## src/rtl/sqrt_calculator.sv

```systemverilog
// sqrt_calculator: integer square root of a word from the byte-to-word receiver,
// produced by the restoring digit-by-digit method at one root bit per clock.
//
// Optional feature: define SQRT_ROUND_EN to round out_root to nearest
// (saturating); out_remainder always reports the floor-based remainder.
//
// Ports:
//   clk             in   single clock, posedge
//   rst             in   synchronous active-high reset
//   in_data         in   radicand (IN_WIDTH bits)
//   in_data_ready   in   word valid; its rising edge starts a computation
//   out_root        out  root (IN_WIDTH/2 bits)
//   out_remainder   out  in_data - floor_root^2 (IN_WIDTH/2+1 bits)
//   out_data_ready  out  one-cycle result pulse
//   busy            out  high while computing or presenting a result
//   overrun         out  sticky; a word arrived while busy
module sqrt_calculator #(
  parameter int unsigned IN_WIDTH = 32
) (
  input  logic                  clk,
  input  logic                  rst,
  input  logic [IN_WIDTH-1:0]   in_data,
  input  logic                  in_data_ready,
  output logic [IN_WIDTH/2-1:0] out_root,
  output logic [IN_WIDTH/2:0]   out_remainder,
  output logic                  out_data_ready,
  output logic                  busy,
  output logic                  overrun
);

  localparam int unsigned OUT_WIDTH = IN_WIDTH / 2;
  localparam int unsigned REM_W     = OUT_WIDTH + 2;
  localparam int unsigned RT_W      = REM_W + 2;
  localparam int unsigned CNT_W     = (OUT_WIDTH > 2) ? $clog2(OUT_WIDTH) : 1;

  typedef enum logic [1:0] {
    S_IDLE,
    S_CALC,
    S_DONE
  } state_e;

  state_e                state_q, state_d;
  logic                  rdy_q;
  logic [IN_WIDTH-1:0]   rad_q, rad_d;
  logic [REM_W-1:0]      rem_q, rem_d;
  logic [OUT_WIDTH-1:0]  root_q, root_d;
  logic [CNT_W-1:0]      cnt_q, cnt_d;
  logic [OUT_WIDTH-1:0]  out_root_q, out_root_d;
  logic [OUT_WIDTH:0]    out_rem_q, out_rem_d;
  logic                  valid_q, valid_d;
  logic                  busy_q, busy_d;
  logic                  overrun_q, overrun_d;

  logic                  start_c;
  logic [RT_W-1:0]       rem_t_c;
  logic [RT_W-1:0]       trial_c;
  logic [RT_W-1:0]       diff_c;
  logic                  ge_c;
  logic [OUT_WIDTH-1:0]  root_fin_c;

  assign start_c = in_data_ready & ~rdy_q;

  // One restoring step: bring down the next two radicand bits, try subtracting 4*root+1.
  always_comb begin
    rem_t_c = {rem_q, rad_q[IN_WIDTH-1 -: 2]};
    trial_c = RT_W'({root_q, 2'b01});
    diff_c  = rem_t_c - trial_c;
    ge_c    = (rem_t_c >= trial_c);
  end

`ifdef SQRT_ROUND_EN
  // Round up when rem exceeds root (x is closer to (root+1)^2); never wrap past all-ones.
  always_comb begin
    root_fin_c = root_q;
    if ((rem_q > REM_W'(root_q)) && (root_q != '1)) begin
      root_fin_c = root_q + OUT_WIDTH'(1);
    end
  end
`else
  assign root_fin_c = root_q;
`endif

  // Next-state and datapath control.
  always_comb begin
    state_d    = state_q;
    rad_d      = rad_q;
    rem_d      = rem_q;
    root_d     = root_q;
    cnt_d      = cnt_q;
    out_root_d = out_root_q;
    out_rem_d  = out_rem_q;
    valid_d    = 1'b0;
    overrun_d  = overrun_q | (start_c & (state_q != S_IDLE));

    case (state_q)
      S_IDLE: begin
        if (start_c) begin
          state_d = S_CALC;
          rad_d   = in_data;
          rem_d   = '0;
          root_d  = '0;
          cnt_d   = '0;
        end
      end
      S_CALC: begin
        rad_d = rad_q << 2;
        if (ge_c) begin
          rem_d  = REM_W'(diff_c);
          root_d = {root_q[OUT_WIDTH-2:0], 1'b1};
        end else begin
          rem_d  = REM_W'(rem_t_c);
          root_d = {root_q[OUT_WIDTH-2:0], 1'b0};
        end
        cnt_d = cnt_q + CNT_W'(1);
        if (cnt_q == CNT_W'(OUT_WIDTH - 1)) begin
          state_d = S_DONE;
        end
      end
      S_DONE: begin
        out_root_d = root_fin_c;
        out_rem_d  = rem_q[OUT_WIDTH:0];
        valid_d    = 1'b1;
        state_d    = S_IDLE;
      end
      default: state_d = S_IDLE;
    endcase

    busy_d = (state_d != S_IDLE);
  end

  // State and output registers.
  always_ff @(posedge clk) begin
    if (rst) begin
      state_q    <= S_IDLE;
      rdy_q      <= 1'b0;
      rad_q      <= '0;
      rem_q      <= '0;
      root_q     <= '0;
      cnt_q      <= '0;
      out_root_q <= '0;
      out_rem_q  <= '0;
      valid_q    <= 1'b0;
      busy_q     <= 1'b0;
      overrun_q  <= 1'b0;
    end else begin
      state_q    <= state_d;
      rdy_q      <= in_data_ready;
      rad_q      <= rad_d;
      rem_q      <= rem_d;
      root_q     <= root_d;
      cnt_q      <= cnt_d;
      out_root_q <= out_root_d;
      out_rem_q  <= out_rem_d;
      valid_q    <= valid_d;
      busy_q     <= busy_d;
      overrun_q  <= overrun_d;
    end
  end

  assign out_root       = out_root_q;
  assign out_remainder  = out_rem_q;
  assign out_data_ready = valid_q;
  assign busy           = busy_q;
  assign overrun        = overrun_q;

endmodule
```

## config.mk

```make
export PLATFORM = sky130hd
export DESIGN_NAME = sqrt_calculator
export DESIGN_NICKNAME = d
export VERILOG_FILES = /design/src/rtl/sqrt_calculator.sv
export SDC_FILE = /design/constraint.sdc
export NUM_CORES = 1
export LEC_CHECK = 0
export ABC_AREA = 1
export ABC_CLOCK_PERIOD_IN_PS = 2500
export CAP_MARGIN = 25
export CORE_UTILIZATION = 49
export CTS_CLUSTER_SIZE = 28
export DETAILED_ROUTE_END_ITERATION = 10
export GPL_ROUTABILITY_DRIVEN = 0
export PLACE_DENSITY_LB_ADDON = 0.1
export SETUP_SLACK_MARGIN = 0.3
export SLEW_MARGIN = 10
export SYNTH_ARGS = -nofsm -noshare
export SYNTH_HDL_FRONTEND = slang
export SYNTH_SLANG_ARGS = --single-unit
```

## constraint.sdc

```tcl
create_clock -name clk -period 2.5 [get_ports clk]
set_input_delay 0.5 -clock clk [delete_from_list [all_inputs] [get_ports clk]]
set_output_delay 0.5 -clock clk [all_outputs]
set_load 0.01 [all_outputs]
```

==> results of run 1 <==
worst min path at each step:
stage / from / end / slack [ps] / depth (start not counted)
global placement: overrun / overrun / 440 / 2
finish: overrun / overrun / 460 / 2
floorplan: rad_q[0] / rad_q[0] / 420 / 2
detailed placement: overrun / overrun / 450 / 2
global route: rad_q[0] / rad_q[0] / 480 / 2
CTS: overrun / overrun / 460 / 2
cell type report:
type	count	area [µm²]
flip-flops and latches	109	2180
clock inverters	5	43.8
fillers	934	3800
clock buffers	11	141
inverters	67	251
well taps	133	166
multi-input cells	462	2430
repair buffers	82	803
metal layers:
metal	GRT usage [%]	part of all wire, %
met1	33.1	50
met4	6.50	1.5
met2	33.7	43
met5	0	0
met3	3.80	5.4
cell families (layout without fill, tap and decap cells):
group	after synthesis	after routing	synth area share, %
AOI/OAI and AO/OA	163	163	18.8
and+or+nand+nor	270	270	22.6
xor gates and xnor gates	10	10	1.76
adders and majority gates	19	19	4.78
DFF	109	109	43.8
buffers and inverters	99	165	8.17
layout by cell type (no fill, tap or decap), drive strengths merged:
| cell | count |
|---|---|
| nand3b | 1 |
| a21boi | 1 |
| clkinvlp | 2 |
| clkbuf | 11 |
| a21oi | 53 |
| xnor2 | 7 |
| o221ai | 14 |
| inv | 68 |
| buf | 12 |
| o21a | 1 |
| nor2 | 109 |
| a22oi | 1 |
| ha | 19 |
| xor2 | 3 |
| nor3 | 14 |
| o21ai | 67 |
| clkinv | 2 |
| o211ai | 2 |
| nand4 | 1 |
| clkdlybuf4s50 | 70 |
| o22ai | 18 |
| a21o | 1 |
| nand3 | 29 |
| o21bai | 1 |
| a22o | 1 |
| a211oi | 2 |
| nand2 | 114 |
| a2111oi | 1 |
| dfxtp | 109 |
| and2 | 2 |
tightest hold or removal path: cells and delay by family (launching register included):
kind / cells / cell delay (ps)
buf+inv: 1 / 50
flops: 1 / 320
compound gates: 1 / 50
power by group:
group	internal, mW	switching, mW
Sequential	1.93	0.169
Combinational	1.54	2.70
Clock	0.403	0.623
Total	3.87	3.50
state kept, by name (all words and copies together), names as in the netlist:
signal / count
state_q: 2
out_remainder: 17
rem_q: 18
out_root: 16
root_fin_c: 16
rad_q: 32
out_data_ready: 1
busy: 1
rdy_q: 1
cnt_q: 4
overrun: 1
==> results.md, run 1 <==
* Sink count of the clock tree at 109
* Number of buffers inserted by hold repair at cts at 0
* Depth of the critical timing path with buffers and inverters included at 9
* Starting density of the core at 50.7%
* Flip-flop cell with the highest count after synthesis: dfxtp_1
* Arrival time of the worst setup path at 2390 ps
* Number of hold violations in the final report at 0
* Largest area contributor in the synthesized netlist: dfxtp_1
* Area of the die at 0.0106 mm²
* H-tree Lvls at 3
* Synth Area per Inst at 7.43 µm²
* Total track usage at 22.5%
* Worst Path Buf+Inv at 5
* Count of nets after finishing at 785
* Clock-pin slew on the worst setup and hold paths at 110 ps
* Cells resized by post-CTS repair at 0
* Largest net degree at the start of global routing at 45
* Post-DP Area at 0.00580 mm²
* Power density normalized to cell area at 1220 mW/mm²
* Post-synth ARST share at 0%
* Clock skew after layout at 15.2 ps
* Max Slew Vio Count at 0
* Chain of cells forming the critical path: inv_2, nor2_4, inv_1, buf_4, nand2_1, buf_4, inv_1, nor2_1, o21a_1
* Die span in x at 103 µm
* Y dimension of the die at 103 µm
* Max Fanout on Critical Path at 30
* Worst setup path category: reg -> reg
* Class of the tightest hold or removal check: reg -> reg
* Launching element type of the critical path: flop
* Root buffer selected by CTS: clkbuf_8
* Total of flip-flops plus latches after synthesis at 109
* Post-synthesis sequential area ratio at 43.8%
* Worst Setup SP: state_q[0]
* Worst setup endpoint: state_q[0]
* Top cell family by delay on the critical path: buffers and inverters
* Remaining DRCs at 0
* Leading post-synthesis cells by instance count: nand2_1 (112), dfxtp_1 (109), nor2_1 (102), inv_1 (64), o21ai_0 (63)
* Number of violations of the max-capacitance limit at 0
* Post-CTS repair timing setup buffer count at 0
* Clk Latency, worst-skew pair at 380 ps
* Cell with the largest stage delay on the worst path: dfxtp_1
* Unrepaired setup endpoints after global routing: true
* Slew HR at 40.7%
* Tot Pwr at 7.37 mW
* Maximum root-to-sink buffer count at 2
* Area of the mapped netlist at 0.00498 mm²
* Antenna violations before repair at 0
* Number of standard cells in the layout, taps in and fillers out at 869
* Number of I/O port buffers at 70
* Worst reg2reg endpoint: state_q[0]
* Cell Rows at 36
* Delay of the slowest critical-path stage at 450 ps
* Leading cell type by number of instances after synthesis: nand2_1
* Worst IR Drop VDD at 0.686 mV
* Static leakage at 2.59 nW
* Number of buffers added by the clock tree synthesis step at 9
* Setup Viol. Count Final at 0
* Share of Yosys cell area claimed by the top area cell type at 43.8%
* GRT Residual Overflow at 0
* Number of design-rule violations left by the first detailed-router iteration at 262
* Number of distinct standard cells referenced by the synthesized netlist at 39
* Outcome: finished clean
* Total Routed Length at 11.7 mm
* Placed cells at 853
* Worst-margin pin slew at 888 ps
* Detailed Place HPWL at 8.54 mm
* Area of all placed cells without fillers at 0.00602 mm²
* Timing-limited maximum frequency at 0.484 GHz
* Number of antenna cells inserted at 0
* Vias in the first global route at 3957
* Share of the cycle needed by the critical path after routing at 82.7%
* EDFF count, synth at 0
* Core utilization of the finished layout at 61.3%
* Number of standard cells after synthesis at 670
* Minimum clock period after layout at 2070 ps
* Register-to-register path setup slack at 430 ps
* Synthesis-to-finish area growth at 21.0%
* Reg2Reg Launch Point: state_q[0]
* Worst Setup Slack post-DPL at 73.0 ps
* Count of synthesis-stage warnings from yosys at 0
* First-pass GRT wire length at 18.6 mm
* Post-DRT Antenna Nets at 0
* Final-layout setup total negative slack at 0 ps
* Clock tree from TritonCTS: done
* Setup slack of the critical path after layout at 433 ps
* Via-per-instance ratio at 5.23
* I/O pin total at 71
* Nets in the synthesized netlist at 724
* DRT Pass-1 Iters at 5
* Hold_ws at 459 ps
* Core region area at 0.00982 mm²
* Via total after detailed routing at 4548
* Endpoint class of the critical path: flop
* Layout cells sized above 1 at 6.93%
* Leading cell types by total area after synthesis: dfxtp_1 (44%), nand2_1 (8.4%), nor2_1 (7.7%)
* Final routed wire length divided by cell count at 13.5 µm
* Cells on worst reg2reg path at 9
* Data required time at the worst endpoint at 2830 ps
(Power assumes the default switching activity.)
==> run 2: changes to the inputs <==
Settings changed: ABC_CLOCK_PERIOD_IN_PS 2500 to 2070.
Clock period 2.5 ns to 2.07 ns, I/O delays scaled along.
==> results.md, run 2 (synthesis results as in run 1) <==
* Post-DRT Antenna Nets at 0
* Worst-margin pin slew at 469 ps
* Worst IR Drop VDD at 1.41 mV
* Count of nets after finishing at 842
* Number of hold violations in the final report at 0
* Maximum root-to-sink buffer count at 2
* Via total after detailed routing at 5054
* Largest Register: rad_q
* Remaining DRCs at 0
* Fillers at 792
* Via-per-instance ratio at 5.46
* Number of violations of the max-capacitance limit at 0
* Setup Viol. Count Final at 0
* Minimum clock period after layout at 1930 ps
* Worst setup path category: reg -> reg
* Detailed Place HPWL at 9.31 mm
* Vias in the first global route at 4628
* Starting density of the core at 50.7%
* Synthesis-to-finish area growth at 39.8%
* Chain of cells forming the critical path: ha_4, nand2_4, inv_1, a21oi_4, nand2_1, nand2_2, nand4_4, buf_6, o21ai_1, nand2_1
* Launching element type of the critical path: flop
* Total track usage at 27.7%
* H-tree Lvls at 3
* Y dimension of the die at 103 µm
* Total Routed Length at 14.6 mm
* I/O pin total at 71
* Unrepaired setup endpoints after global routing: true
* Class of the tightest hold or removal check: reg -> reg
* Data required time at the worst endpoint at 2350 ps
* Final routed wire length divided by cell count at 15.8 µm
* Power density normalized to cell area at 1740 mW/mm²
* Number of flip-flops in the largest register at 32
* Most frequent standard cell in the layout excluding fill and tap cells: nor2_1
* Number of standard cells in the layout, taps in and fillers out at 926
* Arrival time of the worst setup path at 2210 ps
* Max Fanout on Critical Path at 8
* Clock tree from TritonCTS: done
* Largest net degree at the start of global routing at 50
* Number of antenna cells inserted at 0
* Share of the cycle needed by the critical path after routing at 93.4%
* Core region area at 0.00982 mm²
* GRT Residual Overflow at 0
* Placed cells at 894
* Static leakage at 2.98 nW
* Most common cell type on the critical path: nand2_1
* Post-DP Area at 0.00614 mm²
* Antenna violations before repair at 0
* Commonest non-fill, non-tap cells in the layout: nor2_1 (99), nand2_1 (89), dfxtp_1 (86), clkdlybuf4s50_1 (68), buf_4 (60)
* Sink count of the clock tree at 109
* Number of buffers added by the clock tree synthesis step at 9
* Area of all placed cells without fillers at 0.00696 mm²
* DRT Pass-1 Iters at 6
* Tot Pwr at 12.1 mW
* Slew HR at 68.7%
* Root buffer selected by CTS: clkbuf_8
* Number of design-rule violations left by the first detailed-router iteration at 418
* Die span in x at 103 µm
* Cell with the largest stage delay on the worst path: dfxtp_2
* Layout cells sized above 1 at 26.0%
* Final-layout setup total negative slack at 0 ps
* Number of I/O port buffers at 70
* Cell Rows at 36
* Clock skew after layout at 11.0 ps
* Max Slew Vio Count at 0
* Endpoint class of the critical path: flop
* Timing-limited maximum frequency at 0.517 GHz
* Clock-pin slew on the worst setup and hold paths at 100 ps
* First-pass GRT wire length at 22.4 mm
* Outcome: finished clean
* Clk Latency, worst-skew pair at 380 ps
* Area of the die at 0.0106 mm²
* Number of buffers inserted by hold repair at cts at 0
* Delay of the slowest critical-path stage at 360 ps
## run 2: cell types whose count changed in the layout (fill, tap and decap cells not counted), sizes merged
cell	delta
buf	+57
bufinv	+1
clkbuf	+1
clkdlybuf4s50	-2
clkinv	-1
clkinvlp	+1
dlymetal6s2s	+2
inv	-2
## run 2: per-layer routing
metal  track usage, %  up-vias  part of all wire, %
li1                 -     2466                    -
met1             37.2     2354                   45
met2             44.1      185                   46
met3             5.83       49                  5.5
met4             10.2        0                  3.5
met5                0        -                    0
## run 2: power breakdown
part / switching [mW] / leakage, nW / internal, mW / total (mW)
Combinational: 4.83 / 1.98 / 3.38 / 8.21
Sequential: 0.232 / 0.899 / 2.35 / 2.58
Clock: 0.745 / 0.0947 / 0.603 / 1.35
## run 2: final cells by class
class	count	area [µm²]	share of cell area, %
Clock buffer	12	145	2.09
Clock inverter	4	56.3	0.809
Inverter	67	260	3.74
Multi-Input combinational cell	462	2830	40.6
Sequential cell	109	2210	31.8
Tap cell	133	166	2.39
Timing Repair Buffer	139	1300	18.6
## run 2: path summary, 6_finish.rpt
check             depth (start not counted)  startpoint  slack [ps]        to
setup / recovery                         10    rem_q[9]         140  rem_q[5]
hold / removal                            2     overrun         460   overrun
setup reg to reg                         10    rem_q[9]         140  rem_q[5]
hold reg to reg                           2     overrun         460   overrun
## run 2: per-stage QoR
stage	util [%]	hold WS, ps	setup slack [ps]
4_1_cts	69.1	462	238
3_3_place_gp	62.6	438	104
2_1_floorplan	-	423	316
5_1_grt	70.9	478	46.8
6_report	70.9	457	136
3_5_place_dp	62.6	446	24.8
## run 2: timing repair
item                       4_1_cts  5_1_grt
gates cloned                     1        0
setup buffers                    9        6
pin swaps                       14       19
hold endpoints to repair         0        0
setup endpoints to repair       20       23
resized for setup               88       45
## run 2: worst max-delay path, delay by kind of cell (launching register included)
kind                       cells  cell delay, ps
DFF                            1             360
adders and majority gates      1             260
AOI/OAI and AO/OA              2             340
buffers and inverters          2             310
and+or+nand+nor                5             550
==> run 3: changes to the inputs <==
Settings changed: ABC_CLOCK_PERIOD_IN_PS 2070 to default, SKIP_LAST_GASP from default to 1.
==> results of run 3 <==
Final layout, timing and power as in run 2 (identical DEF).
